File: src/rtl/fft_seq_ctrl.sv
// In-place radix-2 DIT FFT sequencer: butterfly read issue, write-back address pipe, bit-reversed unload.
// Latency: read pair -> write-back exactly PIPE_LAT cycles; first read pair the cycle after start.
// Backpressure: rd_ready / out_ready stall the issue side only; in-flight write-backs never stall.
module fft_seq_ctrl #(
  parameter int LOG2_MAX = 10,
  parameter int PIPE_LAT = 4,
  parameter int CNT_W    = 32
) (
  input  logic                  i_clk,
  input  logic                  i_rst,
  input  logic                  i_start,
  input  logic                  i_abort,
  input  logic [3:0]            i_cfg_log2n,
  input  logic                  i_cfg_inverse,
  output logic                  o_busy,
  output logic                  o_cfg_err,
  output logic [3:0]            o_stage,
  output logic                  o_rd_valid,
  input  logic                  i_rd_ready,
  output logic [LOG2_MAX-1:0]   o_rd_addr_a,
  output logic [LOG2_MAX-1:0]   o_rd_addr_b,
  output logic [LOG2_MAX-2:0]   o_tw_idx,
  output logic                  o_tw_conj,
  output logic                  o_wr_en,
  output logic [LOG2_MAX-1:0]   o_wr_addr_a,
  output logic [LOG2_MAX-1:0]   o_wr_addr_b,
  output logic                  o_out_valid,
  input  logic                  i_out_ready,
  output logic [LOG2_MAX-1:0]   o_out_addr,
  output logic                  o_out_last,
  output logic                  o_done,
  output logic [CNT_W-1:0]      o_cycle_cnt
);

  localparam int AW   = LOG2_MAX;
  localparam int TW_W = LOG2_MAX - 1;
  localparam int DW   = (PIPE_LAT > 1) ? $clog2(PIPE_LAT) : 1;
  localparam logic [AW-1:0] ONE = 1;

  typedef enum logic [2:0] {
    S_IDLE   = 3'd0,
    S_BFLY   = 3'd1,
    S_DRAIN  = 3'd2,
    S_UNLOAD = 3'd3,
    S_DONE   = 3'd4
  } state_t;

  state_t             r_state;
  state_t             w_state_nxt;

  logic [3:0]         r_log2n;
  logic               r_inv;
  logic [3:0]         r_s;
  logic [AW-1:0]      r_j;
  logic [AW-1:0]      r_idx;
  logic [DW-1:0]      r_drain;
  logic [CNT_W-1:0]   r_cnt;
  logic               r_cfg_err;

  logic [AW-1:0]      r_rd_addr_a;
  logic [AW-1:0]      r_rd_addr_b;
  logic [TW_W-1:0]    r_tw_idx;
  logic [AW-1:0]      r_out_addr;
  logic               r_out_last;

  logic [PIPE_LAT-1:0] r_pv;
  logic [AW-1:0]      r_pa [PIPE_LAT];
  logic [AW-1:0]      r_pb [PIPE_LAT];

  logic               w_cfg_ok;
  logic               w_go;
  logic               w_rd_fire;
  logic               w_out_fire;
  logic [AW-1:0]      w_jmax;
  logic [AW-1:0]      w_nm1;
  logic               w_j_last;
  logic               w_idx_last;
  logic               w_drain_end;
  logic               w_s_last;

  logic [3:0]         w_s_nxt;
  logic [AW-1:0]      w_j_nxt;
  logic [AW-1:0]      w_idx_nxt;
  logic [DW-1:0]      w_drain_nxt;

  logic [AW-1:0]      w_mask;
  logic [AW-1:0]      w_half;
  logic [AW-1:0]      w_a_nxt;
  logic [AW-1:0]      w_b_nxt;
  logic [TW_W-1:0]    w_tw_nxt;

  // Reverse the low n bits of v; bits above n come out as zero because v < 2^n.
  function automatic logic [AW-1:0] f_bitrev(input logic [AW-1:0] v, input logic [3:0] n);
    logic [AW-1:0] rev;
    rev = '0;
    for (int i = 0; i < AW; i++) rev[i] = v[AW-1-i];
    return rev >> (4'(AW) - n);
  endfunction

  // Handshake qualifiers and end-of-loop detection; abort suppresses any transfer in its cycle.
  always_comb begin
    w_cfg_ok    = (i_cfg_log2n != 4'd0) && (int'(i_cfg_log2n) <= LOG2_MAX);
    w_go        = (r_state == S_IDLE) && i_start && w_cfg_ok && !i_abort;
    w_rd_fire   = (r_state == S_BFLY) && i_rd_ready && !i_abort;
    w_out_fire  = (r_state == S_UNLOAD) && i_out_ready && !i_abort;
    // N/2-1 and N-1; for N = 2^AW the shift wraps to 0 and the subtraction yields all-ones.
    w_jmax      = (ONE << (r_log2n - 4'd1)) - ONE;
    w_nm1       = (ONE << r_log2n) - ONE;
    w_j_last    = (r_j == w_jmax);
    w_idx_last  = (r_idx == w_nm1);
    w_drain_end = (r_drain == DW'(PIPE_LAT - 1));
    w_s_last    = (r_s == r_log2n);
  end

  // FSM state register.
  always_ff @(posedge i_clk or posedge i_rst) begin
    if (i_rst) r_state <= S_IDLE;
    else       r_state <= w_state_nxt;
  end

  // FSM next-state logic; abort overrides every transition.
  always_comb begin
    w_state_nxt = r_state;
    case (r_state)
      S_IDLE:   if (i_start && w_cfg_ok) w_state_nxt = S_BFLY;
      S_BFLY:   if (w_rd_fire && w_j_last) w_state_nxt = S_DRAIN;
      S_DRAIN:  if (w_drain_end) w_state_nxt = w_s_last ? S_UNLOAD : S_BFLY;
      S_UNLOAD: if (w_out_fire && w_idx_last) w_state_nxt = S_DONE;
      S_DONE:   w_state_nxt = S_IDLE;
      default:  w_state_nxt = S_IDLE;
    endcase
    if (i_abort) w_state_nxt = S_IDLE;
  end

  // FSM output decode from the state register.
  always_comb begin
    o_busy      = (r_state != S_IDLE);
    o_rd_valid  = (r_state == S_BFLY);
    o_tw_conj   = (r_state == S_BFLY) && r_inv;
    o_out_valid = (r_state == S_UNLOAD);
    o_done      = (r_state == S_DONE);
    o_stage     = (r_state == S_IDLE) ? 4'd0 : r_s;
  end

  // Next values of the stage / butterfly / unload / drain counters.
  always_comb begin
    w_s_nxt     = r_s;
    w_j_nxt     = r_j;
    w_idx_nxt   = r_idx;
    w_drain_nxt = r_drain;
    case (r_state)
      S_IDLE: begin
        if (w_go) begin
          w_s_nxt   = 4'd1;
          w_j_nxt   = '0;
          w_idx_nxt = '0;
        end
      end
      S_BFLY: begin
        w_drain_nxt = '0;
        if (w_rd_fire) w_j_nxt = w_j_last ? '0 : r_j + ONE;
      end
      S_DRAIN: begin
        w_drain_nxt = r_drain + DW'(1);
        if (w_drain_end) begin
          w_drain_nxt = '0;
          if (!w_s_last) begin
            w_s_nxt = r_s + 4'd1;
            w_j_nxt = '0;
          end else begin
            w_idx_nxt = '0;
          end
        end
      end
      S_UNLOAD: if (w_out_fire) w_idx_nxt = r_idx + ONE;
      default: ;
    endcase
  end

  // Butterfly geometry for the next cycle: a = (g<<s)+k is j with a zero inserted at bit s-1.
  always_comb begin
    w_mask   = (ONE << (w_s_nxt - 4'd1)) - ONE;
    w_half   = ONE << (w_s_nxt - 4'd1);
    w_a_nxt  = ((w_j_nxt & ~w_mask) << 1) | (w_j_nxt & w_mask);
    w_b_nxt  = w_a_nxt | w_half;
    w_tw_nxt = TW_W'((w_j_nxt & w_mask) << (4'(LOG2_MAX) - w_s_nxt));
  end

  // Counters and latched configuration.
  always_ff @(posedge i_clk or posedge i_rst) begin
    if (i_rst) begin
      r_s     <= '0;
      r_j     <= '0;
      r_idx   <= '0;
      r_drain <= '0;
      r_log2n <= '0;
      r_inv   <= 1'b0;
    end else begin
      r_s     <= w_s_nxt;
      r_j     <= w_j_nxt;
      r_idx   <= w_idx_nxt;
      r_drain <= w_drain_nxt;
      if (w_go) begin
        r_log2n <= i_cfg_log2n;
        r_inv   <= i_cfg_inverse;
      end
    end
  end

  // Registered address outputs, zero whenever the matching valid will be low.
  always_ff @(posedge i_clk or posedge i_rst) begin
    if (i_rst) begin
      r_rd_addr_a <= '0;
      r_rd_addr_b <= '0;
      r_tw_idx    <= '0;
      r_out_addr  <= '0;
      r_out_last  <= 1'b0;
    end else begin
      r_rd_addr_a <= (w_state_nxt == S_BFLY) ? w_a_nxt : '0;
      r_rd_addr_b <= (w_state_nxt == S_BFLY) ? w_b_nxt : '0;
      r_tw_idx    <= (w_state_nxt == S_BFLY) ? w_tw_nxt : '0;
      r_out_addr  <= (w_state_nxt == S_UNLOAD) ? f_bitrev(w_idx_nxt, r_log2n) : '0;
      r_out_last  <= (w_state_nxt == S_UNLOAD) && (w_idx_nxt == w_nm1);
    end
  end

  // Write-back delay line: accepted pairs emerge exactly PIPE_LAT cycles later; abort discards them.
  always_ff @(posedge i_clk or posedge i_rst) begin
    if (i_rst) begin
      r_pv <= '0;
      for (int i = 0; i < PIPE_LAT; i++) begin
        r_pa[i] <= '0;
        r_pb[i] <= '0;
      end
    end else begin
      r_pv[0] <= w_rd_fire;
      r_pa[0] <= r_rd_addr_a;
      r_pb[0] <= r_rd_addr_b;
      for (int i = 1; i < PIPE_LAT; i++) begin
        r_pv[i] <= r_pv[i-1];
        r_pa[i] <= r_pa[i-1];
        r_pb[i] <= r_pb[i-1];
      end
      if (i_abort) r_pv <= '0;
    end
  end

  // Busy-cycle counter: cleared on a run start, saturating, frozen in IDLE; config error pulse.
  always_ff @(posedge i_clk or posedge i_rst) begin
    if (i_rst) begin
      r_cnt     <= '0;
      r_cfg_err <= 1'b0;
    end else begin
      r_cfg_err <= (r_state == S_IDLE) && i_start && !i_abort && !w_cfg_ok;
      if (r_state == S_IDLE) begin
        if (w_go) r_cnt <= '0;
      end else if (r_cnt != {CNT_W{1'b1}}) begin
        r_cnt <= r_cnt + CNT_W'(1);
      end
    end
  end

  assign o_cfg_err   = r_cfg_err;
  assign o_rd_addr_a = r_rd_addr_a;
  assign o_rd_addr_b = r_rd_addr_b;
  assign o_tw_idx    = r_tw_idx;
  assign o_wr_en     = r_pv[PIPE_LAT-1];
  assign o_wr_addr_a = r_pa[PIPE_LAT-1];
  assign o_wr_addr_b = r_pb[PIPE_LAT-1];
  assign o_out_addr  = r_out_addr;
  assign o_out_last  = r_out_last;
  assign o_cycle_cnt = r_cnt;

endmodule

File: config.mk
export PLATFORM = sky130hd
export DESIGN_NAME = fft_seq_ctrl
export DESIGN_NICKNAME = d
export VERILOG_FILES = /design/src/rtl/fft_seq_ctrl.sv
export SDC_FILE = /design/constraint.sdc
export NUM_CORES = 1
export LEC_CHECK = 0
export ABC_AREA = 1
export BUFFER_PORTS_ARGS = -buffer_cell sky130_fd_sc_hd__clkbuf_2
export CAP_MARGIN = 10
export CORE_MARGIN = 2
export CORE_UTILIZATION = 45
export DETAILED_ROUTE_END_ITERATION = 8
export MAX_ROUTING_LAYER = met4
export PLACE_DENSITY = 0.65
export SLEW_MARGIN = 15
export SYNTH_ARGS = -nofsm -noshare
export SYNTH_HDL_FRONTEND = slang
export SYNTH_SLANG_ARGS = --single-unit
File: constraint.sdc
create_clock -name i_clk -period 10.55 [get_ports i_clk]
set_clock_uncertainty 0.05 [all_clocks]
set_input_delay 0.5275 -clock i_clk [delete_from_list [all_inputs] [get_ports i_clk]]
set_output_delay 0.5275 -clock i_clk [all_outputs]
set_load 0.03 [all_outputs]
==> impl_metrics.json, run 1 <==
{
  "yosys.area_share.simple": 0.294,
  "cp.required_ns": 10.86,
  "cts.sinks": 191,
  "p_leak_nw": 5.76,
  "yosys.area.top_type": "dfrtp_1",
  "cp_top_family": "simple AND/OR/NAND/NOR gates",
  "top_layer": "met4",
  "hold_ws_ns": 0.163,
  "r2r-end": "o_tw_idx[8]$_DFF_PP0_",
  "crit_fanout": 22,
  "cp_slowest_stage_delay_ns": 0.79,
  "die-area_um2": 23700,
  "worst-path-stages": 23,
  "synth_xor_area_frac": 0.0310,
  "grt_overflow": 0,
  "grt_pass1_wl_um": 38100,
  "place.gp.congestion": 0.925,
  "ir_worst_vdd_mv": 0.103,
  "wire_per_inst_um": 14.5,
  "initial_core_util": 0.461,
  "cts_htree_levels": 4,
  "worst_slack_ns": 6.42,
  "placementRows": 54,
  "dp_cells": 1558,
  "vias": 8048,
  "diodes": 0,
  "drc": 0,
  "rsz0062_at_grt": "false",
  "cts-root-buf": "clkbuf_16",
  "cts_hold_buffers": 0,
  "synth_top_area_share": 0.472,
  "synth_commonest_cells": "nand2_1, dfrtp_1, inv_1, nor2_1, nand3_1",
  "cp_common_cell": "nand2_1",
  "clk_pin_slew_ns": 0.08,
  "regToRegStartpoint": "r_state[0]$_DFF_PP0_",
  "initialDrtViolationCount": 586,
  "io_pins": 114,
  "antenna_found_initial": 0,
  "wl_met1_um": 11100,
  "max_slew_margin": 0.343,
  "wl_met3_um": 872,
  "seq_area_um2": 4780,
  "cap_viol_max_count": 0,
  "yosys-top-cells-area": "dfrtp_1, nand2_1, inv_1",
  "synth-edff-count": 0,
  "routed_wl_um": 23100,
  "syn_nets": 1228,
  "area_growth_pct": 13.4,
  "final_util": 0.522,
  "drive_gt1_frac": 0.205,
  "reg2regPathDepth": 23,
  "multi_input_area_um2": 4480,
  "worstSetupStartpointType": "register",
  "core_area_um2": 22000,
  "via_per_inst": 5.06,
  "ys_ff_latch": 191,
  "synth_compound_area_frac": 0.0934,
  "fin_cells": 1590,
  "cp_slowest_cell": "nor2_2",
  "fin_crit_ns": 4.13,
  "final_cell_area_um2": 11500,
  "cp_num_buf_inv": 1,
  "setup_viol": 0,
  "synth_area_um2": 10100,
  "wl_met2_um": 10800,
  "drv_slew": 0,
  "hold_violations": 0,
  "hp-class": "in -> async",
  "syn_inst": 1197,
  "fin_crit_sh": 0.391,
  "postCtsResizedCells": 0,
  "synth_top_family_by_area": "simple AND/OR/NAND/NOR gates",
  "postPlaceCellArea_um2": 10800,
  "grt_pass1_vias": 7576,
  "end_kind": "register",
  "grt_max_degree": 109,
  "pre_cts_ws_ns": 6.26,
  "power.density_nw_per_um2": 176,
  "status": "finished clean",
  "dp_hpwl_um": 17100,
  "cts-buffers-inserted": 17,
  "synth.yosys.seq_area_share": 0.472,
  "fp.dieH_um": 154,
  "synth_mux_area_frac": 0,
  "tightest_slew_ns": 0.985,
  "synth_top_flop_cell": "dfrtp_1",
  "cts_buffer_depth": 2,
  "critPathArrivalTime_ns": 4.44,
  "yosysWarnings": 0,
  "final_nets": 1328,
  "startpoint": "r_state[0]$_DFF_PP0_",
  "fillers": 2044,
  "fmax_mhz": 242,
  "reg2reg_slack_ns": 6.42,
  "drt_pass1_iterations": 5,
  "grt_util_all_layers": 0.206,
  "syn_avg_cell_area_um2": 8.45,
  "synth_cell_types": 59,
  "die_w_um": 154,
  "clock_latency_ns": 0.44,
  "cts_setup_buffers": 0,
  "endpoint": "o_tw_idx[8]$_DFF_PP0_",
  "io_buffers": 113,
  "cts_tree": "built",
  "total_power_mw": 2.02,
  "criticalPathCategory": "reg -> reg",
  "postRouteAntennaNets": 0,
  "synthAdderAreaFrac": 0.0247,
  "worstPathCellList": "nor2_2 -> nand4_2 -> nor2_2 -> nor2_2 -> nand2_1 -> nand2_1 -> nand2_2 -> nand2_4 -> ha_1 -> nand3_2 -> nand2_4 -> inv_1 -> nor2_4 -> nand2_4 -> ha_1 -> nand2_1 -> nor2_1 -> nand3b_1 -> nand2_1 -> nand3_1 -> nand3_1 -> nand3_1 -> a21oi_2",
  "setup_tns_ns": 0,
  "yosysMostFrequentCell": "nand2_1",
  "synthArstFlopShare": 1.00
}
sequential cells by signal (all words and copies together) (netlist names):
signal	cells
r_pv	4
o_wr_addr_b	10
r_drain	2
r_inv	1
o_rd_addr_b	10
o_out_last	1
r_j	10
o_out_addr	10
o_cycle_cnt	32
r_s	4
r_log2n	4
r_idx	10
r_pa	30
o_rd_addr_a	10
r_state	3
o_cfg_err	1
o_wr_addr_a	10
o_tw_idx	9
r_pb	30
cell type report:
| cell class | count | share of cell area |
|---|---|---|
| repair buffers | 116 | 0.0513 |
| well taps | 280 | 0.0305 |
| clock inverters | 15 | 0.0199 |
| flip-flops and latches | 191 | 0.417 |
| clock buffers | 17 | 0.0371 |
| inverters | 159 | 0.0538 |
| multi-input cells | 812 | 0.391 |
cells by family after synthesis:
logic type                 Yosys count
and+or+nand+nor                    601
buffers and inverters              194
DFF                                191
AOI/OAI and AO/OA                  156
xor gates and xnor gates            35
adders and majority gates           20
placed cells by master, fill, tap and decap left out, drive strengths merged:
cell type / instances
o311ai: 1
a221oi: 1
nand4: 27
nand2: 295
or2: 3
dfrtp: 191
xor2: 30
o31ai: 5
nor2: 133
a22oi: 2
nand3b: 4
inv: 163
o2111ai: 1
clkinv: 11
or3: 1
nand3: 95
ha: 20
a21oi: 62
a211oi: 2
and3: 2
clkbuf: 130
xnor2: 5
buf: 3
nor4: 6
nor3b: 1
o21a: 4
nor3: 34
o21ai: 68
o211ai: 2
a32o: 2
o22ai: 6
layer usage:
layer | global-route usage | up-vias
met4 | 0.0565 | 0
met5 | - | -
li1 | - | 4052
met1 | 0.279 | 3776
met3 | 0.0321 | 30
met2 | 0.324 | 190
worst min-delay path by stage:
stage	from	end	slack, ns
global route	i_rst	o_cycle_cnt[19]$_DFFE_PP0P_	0.23
floorplan	r_pa[10]$_DFF_PP0_	o_wr_addr_a[0]$_DFF_PP0_	0.28
finish	i_rst	o_cycle_cnt[19]$_DFFE_PP0P_	0.16
global placement	r_pb[21]$_DFF_PP0_	r_pb[11]$_DFF_PP0_	0.28
detailed placement	r_pb[18]$_DFF_PP0_	o_wr_addr_b[8]$_DFF_PP0_	0.28
CTS	i_rst	o_cycle_cnt[19]$_DFFE_PP0P_	0.20
where the power goes:
part           internal, mW  switching [mW]
Clock                 0.337           0.356
Combinational         0.159           0.364
Sequential            0.765          0.0358
Total                  1.26           0.756
(Power assumes the default switching activity.)
==> run 2: changes to the inputs <==
- PLACE_DENSITY: 0.65 -> 0.67
- clock period: 10.55 -> 3.7 ns (I/O delays scaled with it)
==> run 2 against run 1 <==
- the run now ends with negative hold slack left
- design area is 1.6% higher
- final cell count increased by 1.1%
- worst setup slack worse by 6.1 ns
- first-iteration DRC count fell by 10%
- worst hold slack got worse by 0.17 ns
- via count grew 2.6%
- highest routed layer unchanged
==> impl_metrics.json, run 2 (same netlist as run 1, synthesis figures left out) <==
{
  "status": "finished with violations",
  "violations": "negative hold slack",
  "reg2regPathDepth": 23,
  "criticalPathCategory": "reg -> reg",
  "io_buffers": 113,
  "clk_pin_slew_ns": 0.08,
  "grt_pass1_wl_um": 38800,
  "grt_max_degree": 192,
  "clock_latency_ns": 0.44,
  "clkPwrFrac": 0.337,
  "rsz0062_at_grt": "true",
  "fp.dieH_um": 154,
  "p_leak_nw": 5.84,
  "cp_slowest_cell": "dfrtp_1",
  "initialDrtViolationCount": 527,
  "fillers": 2035,
  "cp_top_family": "simple AND/OR/NAND/NOR gates",
  "grt_overflow": 0,
  "setup_tns_ns": 0,
  "cp_num_buf_inv": 4,
  "pwr-share-comb": 0.268,
  "ir_worst_vdd_mv": 0.288,
  "cp_common_cell": "nand2_4",
  "hold_violations": 2,
  "dp_hpwl_um": 17400,
  "worstSetupStartpointType": "register",
  "antenna_found_initial": 0,
  "grt_util_all_layers": 0.208,
  "placementRows": 54,
  "postPlaceCellArea_um2": 10900,
  "drt_pass1_iterations": 5,
  "fmax_mhz": 297,
  "hp-class": "in -> async",
  "via_per_inst": 5.13,
  "io_pins": 114,
  "top_layer": "met4",
  "die-area_um2": 23700,
  "tightest_slew_ns": 0.990,
  "diodes": 0,
  "cp_slowest_stage_delay_ns": 0.36,
  "place.gp.congestion": 0.941,
  "grt_pass1_vias": 7783,
  "area_growth_pct": 15.2,
  "cp.required_ns": 3.94,
  "postRouteAntennaNets": 0,
  "end_kind": "register",
  "pwr-share-seq": 0.395,
  "final_common_cell": "nand2_1",
  "intPower_mw": 3.62,
  "worst-path-stages": 23,
  "vias": 8257,
  "initial_core_util": 0.461,
  "hold_ws_ns": -0.00837,
  "setup_viol": 0,
  "crit_fanout": 13,
  "drc": 0,
  "reg2reg_slack_ns": 0.33,
  "pre_cts_ws_ns": 0.252,
  "wire_per_inst_um": 14.5,
  "wl_met1_um": 11000,
  "p_switching_mw": 2.13,
  "max_slew_margin": 0.340,
  "cts_tree": "built",
  "power.density_nw_per_um2": 494,
  "switching_share": 0.371,
  "critPathArrivalTime_ns": 3.60,
  "largest_reg_flops": 32,
  "worstPathCellList": "buf_4 -> ha_1 -> inv_1 -> nor2_4 -> nand2_4 -> ha_1 -> xnor2_1 -> nor2_1 -> nand2_1 -> nor2_1 -> nand2_1 -> nor2_1 -> nand3_1 -> nor2_2 -> nand3_4 -> nand2_4 -> nand4_4 -> nand2_4 -> inv_2 -> nand2_4 -> nor2_4 -> inv_2 -> a211oi_2",
  "cts_htree_levels": 4,
  "cts-root-buf": "clkbuf_16",
  "final_nets": 1346,
  "drv_slew": 0,
  "die_w_um": 154,
  "cts_buffer_depth": 2,
  "routed_wl_um": 23300,
  "fin_crit_sh": 0.910,
  "wl_met2_um": 10900,
  "worst_slack_ns": 0.334,
  "layout_common_cells": "nand2_1, dfrtp_1, inv_1",
  "cts-buffers-inserted": 17,
  "drive_gt1_frac": 0.219,
  "wl_met3_um": 943,
  "final_cell_area_um2": 11700,
  "cts.sinks": 191,
  "cap_viol_max_count": 0,
  "core_area_um2": 22000,
  "fin_crit_ns": 3.37
}
==> run 2: changes by cell type in the layout (fill, tap and decap cells not counted), sizes merged <==
| cell | before | now |
|---|---|---|
| clkinv | 11 | 12 |
| inv | 163 | 161 |
| buf | 3 | 15 |
| dlygate4sd3 | 0 | 6 |
| clkinvlp | 0 | 1 |
==> run 2: area by class of cell <==
| cell class | instances | area [µm²] | area share |
|---|---|---|---|
| sequential | 191 | 4780 | 0.410 |
| multi-input combinational | 812 | 4510 | 0.387 |
| clock inverter | 15 | 225 | 0.0193 |
| inverter | 159 | 616 | 0.0528 |
| timing repair buffer | 134 | 751 | 0.0644 |
| clock buffer | 17 | 425 | 0.0365 |
| tap | 280 | 350 | 0.0300 |
==> run 2: per-stage QoR <==
step,instances,power (mW),util
global placement,1568,3.81,0.496
floorplan,1197,3.51,-
finish,1608,5.76,0.531
detailed placement,1568,3.83,0.496
global route,1608,6.11,0.531
CTS,1606,5.79,0.529
==> run 2: what timing repair did <==
item / CTS / global route
hold buffers: 6 / 0
resized for setup: 0 / 14
hold endpoints to repair: 6 / 0
setup endpoints to repair: 0 / 36
setup buffers: 0 / 2
==> run 2: worst reg2reg max path: cells and delay by family, from the launching register on <==
family | cells | cell delay (ns)
AOI/OAI and AO/OA | 1 | 0.04
xor gates and xnor gates | 1 | 0.13
adders and majority gates | 2 | 0.58
buffers and inverters | 4 | 0.49
DFF | 1 | 0.36
and+or+nand+nor | 15 | 1.53
==> run 2: final timing paths <==
check,start,end
min in group i_clk,i_abort,r_pv[1]$_DFF_PP0_
worst max-delay path,r_log2n[0]$_DFFE_PP0P_,o_out_addr[2]$_DFF_PP0_
worst min register to register,r_pb[32]$_DFF_PP0_,r_pb[22]$_DFF_PP0_
worst min-delay path,i_rst,o_wr_addr_a[0]$_DFF_PP0_
worst max register to register,r_log2n[0]$_DFFE_PP0P_,o_out_addr[2]$_DFF_PP0_
max in group asynchronous,i_rst,r_log2n[2]$_DFFE_PP0P_
==> run 2: routing by layer <==
layer  GRT usage  vias up
met5           -        -
met4      0.0623        0
met3      0.0330       36
met2       0.327      228
met1       0.281     3902
li1            -     4091
==> run 2: power by group through the flow <==
stage / clock (mW) / combinational [mW] / sequential [mW]
finish: 1.94 / 1.54 / 2.27
global route: 2.08 / 1.74 / 2.29
CTS: 1.99 / 1.52 / 2.27
detailed placement: 0 / 1.51 / 2.31
global placement: 0 / 1.50 / 2.31
floorplan: 0 / 1.16 / 2.35
==> run 3: changes to the inputs <==
- ABC_AREA: 1 -> default
- PLACE_DENSITY: 0.67 -> 0.68
==> run 3 against run 2 <==
- via count shrank 0.87%
- the flow finishes with violations (negative setup slack)
- worst hold slack gained 0.033 ns
- sequential power shrank 3%
- sequential cell count is the same
- die area shrank 1.4%
- non-clock buffer count grew 167
- design area grew 12%
- combinational power grew 32%
- sequential share of layout area shrank 4.3 points
- final cell count shrank 5.6%
- critical endpoint is now o_tw_idx[7]$_DFF_PP0_
==> impl_metrics.json, run 3 <==
{
  "status": "finished with violations",
  "violations": "negative setup slack",
  "placementRows": 54,
  "synth_commonest_cells": "dfrtp_1, nor2_1, nand2_1, a21oi_1, nand3_1",
  "top_layer": "met4",
  "die_w_um": 153,
  "vias": 8185,
  "fin_crit_ns": 4.08,
  "final_util": 0.599,
  "hp-class": "in -> async",
  "largest_reg_flops": 32,
  "cts-root-buf": "clkbuf_16",
  "synth_cell_types": 104,
  "cts_buffer_depth": 2,
  "wl_met1_um": 11400,
  "initialDrtViolationCount": 468,
  "cp.required_ns": 3.96,
  "clock_latency_ns": 0.43,
  "synth-edff-count": 0,
  "io_pins": 114,
  "fmax_mhz": 245,
  "grt_pass1_wl_um": 40900,
  "place.gp.congestion": 0.900,
  "core_area_um2": 21800,
  "criticalPathCategory": "reg -> reg",
  "die-area_um2": 23400,
  "critPathArrivalTime_ns": 4.35,
  "diodes": 0,
  "syn_avg_cell_area_um2": 10.3,
  "worst_slack_ns": -0.384,
  "cts.sinks": 191,
  "grt_max_degree": 192,
  "grt_overflow": 0,
  "area_growth_pct": 30.7,
  "total_power_mw": 6.16,
  "drc": 0,
  "wire_per_inst_um": 16.2,
  "drt_pass1_iterations": 5,
  "worstSetupStartpointType": "register",
  "power.density_nw_per_um2": 472,
  "synth_top_flop_cell": "dfrtp_1",
  "fillers": 1800,
  "max_slew_margin": 0.338,
  "cts_tree": "built",
  "fp.dieH_um": 153,
  "initial_core_util": 0.458,
  "final_common_cell": "dfrtp_1",
  "synth_top_area_share": 0.479,
  "io_buffers": 113,
  "p_leak_nw": 6.20,
  "tightest_slew_ns": 0.989,
  "postRouteAntennaNets": 0,
  "synth.yosys.seq_area_share": 0.479,
  "synth_area_um2": 9970,
  "hold_ws_ns": 0.0243,
  "ys_ff_latch": 191,
  "grt_util_all_layers": 0.220,
  "wl_met2_um": 11800,
  "end_kind": "register",
  "yosys.area.top_type": "dfrtp_1",
  "synthArstFlopShare": 1.00,
  "syn_inst": 970,
  "cap_viol_max_count": 0,
  "final_nets": 1257,
  "drive_gt1_frac": 0.370,
  "fin_crit_sh": 1.10,
  "hold_violations": 0,
  "multi_input_area_um2": 5100,
  "drv_slew": 0,
  "wl_met3_um": 889,
  "layout_common_cells": "dfrtp_1, buf_4, clkbuf_2",
  "grt_pass1_vias": 7999,
  "yosys-top-cells-area": "dfrtp_1, nor2_1, xor2_1",
  "cts-buffers-inserted": 17,
  "crit_fanout": 12,
  "seq_area_um2": 4780,
  "rsz0062_at_grt": "true",
  "yosysWarnings": 0,
  "syn_nets": 1001,
  "routed_wl_um": 24500,
  "ir_worst_vdd_mv": 0.256,
  "clk_pin_slew_ns": 0.07,
  "via_per_inst": 5.39,
  "dp_hpwl_um": 17600,
  "setup_viol": 45,
  "antenna_found_initial": 0,
  "cts_htree_levels": 4,
  "yosysMostFrequentCell": "dfrtp_1"
}
## run 3: cell count changes in the layout (fill, tap and decap cells not counted), sizes merged, moves of 17 or more
cell   delta
xnor2    +25
and2     +17
nand2   -234
or3      +18
inv     -129
mux2i    +21
a21oi    -17
nand3    -55
nor2     -37
o21ai    -32
buf     +171
## run 3: kinds of logic after synthesis
family	count (synthesis)	share of synthesized area
xor+xnor	63	0.0591
flops	191	0.479
simple gates	371	0.199
compound gates	202	0.157
buf+inv	94	0.0493
mux	29	0.0317
fa+ha+maj	20	0.0251
## run 3: critical path: stages, from the launching register on
cell and delay, ns:
dfrtp_2 0.49, o21a_4 0.26, o41ai_4 0.37, nand2_2 0.13, ha_4 0.20, or3b_4 0.37
nor4_2 0.27, a221oi_1 0.08, mux2_4 0.27, a221oi_2 0.17, and4bb_1 0.29, buf_12 0.16
or4_4 0.14, nand3_4 0.09, a32oi_2 0.36, and3_1 0.22, nor4_2 0.05
## run 3: routing by layer
metal,track usage,vias to the layer above
met5,-,-
met2,0.350,172
li1,-,3964
met4,0.0666,0
met1,0.297,4009
met3,0.0278,40
## run 3: layout make-up
cell class | count | share of cell area
Tap cell | 280 | 0.0269
Inverter | 30 | 0.00960
Clock buffer | 17 | 0.0326
Sequential cell | 191 | 0.367
Timing Repair Buffer | 301 | 0.157
Clock inverter | 14 | 0.0155
Multi-Input combinational cell | 685 | 0.391
## run 3: where the power goes
part	leakage (nW)	switching (mW)	internal, mW
registers	2.64	0.0623	2.14
clock network	0.301	0.880	1.04
logic	3.26	1.10	0.941
## run 3: what timing repair did
| item | in CTS | in global routing |
|---|---|---|
| pin swaps | 13 | 7 |
| setup endpoints to repair | 48 | 52 |
| hold buffers | 2 | 0 |
| buffers inserted | 15 | 8 |
| resized for setup | 42 | 23 |
| endpoints found under the hold margin | 2 | 0 |
## run 3: through the flow
step / TNS (ns) / setup slack (ns) / area, µm² / instances
after detailed placement: -13.32 / -0.466 / 11900 / 1463
after global placement: -9.85 / -0.404 / 11900 / 1463
after CTS: -7.95 / -0.385 / 12900 / 1510
final: -9.62 / -0.384 / 13000 / 1518
after global routing: -16.66 / -0.539 / 13000 / 1518
after floorplan: -13.25 / -0.547 / 10200 / 970
## run 3: final timing paths
check / startpoint / slack, ns / cells after the start / endpoint
setup / recovery: r_log2n[0]$_DFFE_PP0P_ / -0.38 / 16 / o_tw_idx[7]$_DFF_PP0_
hold / removal: i_rst / 0.02 / 3 / r_pb[18]$_DFF_PP0_
setup reg to reg: r_log2n[0]$_DFFE_PP0P_ / -0.38 / 16 / o_tw_idx[7]$_DFF_PP0_
hold reg to reg: r_pb[14]$_DFF_PP0_ / 0.29 / 0 / o_wr_addr_b[4]$_DFF_PP0_
max in group asynchronous: i_rst / 2.87 / 3 / r_log2n[1]$_DFFE_PP0P_
min in group i_clk: i_cfg_log2n[0] / 0.06 / 4 / r_log2n[0]$_DFFE_PP0P_
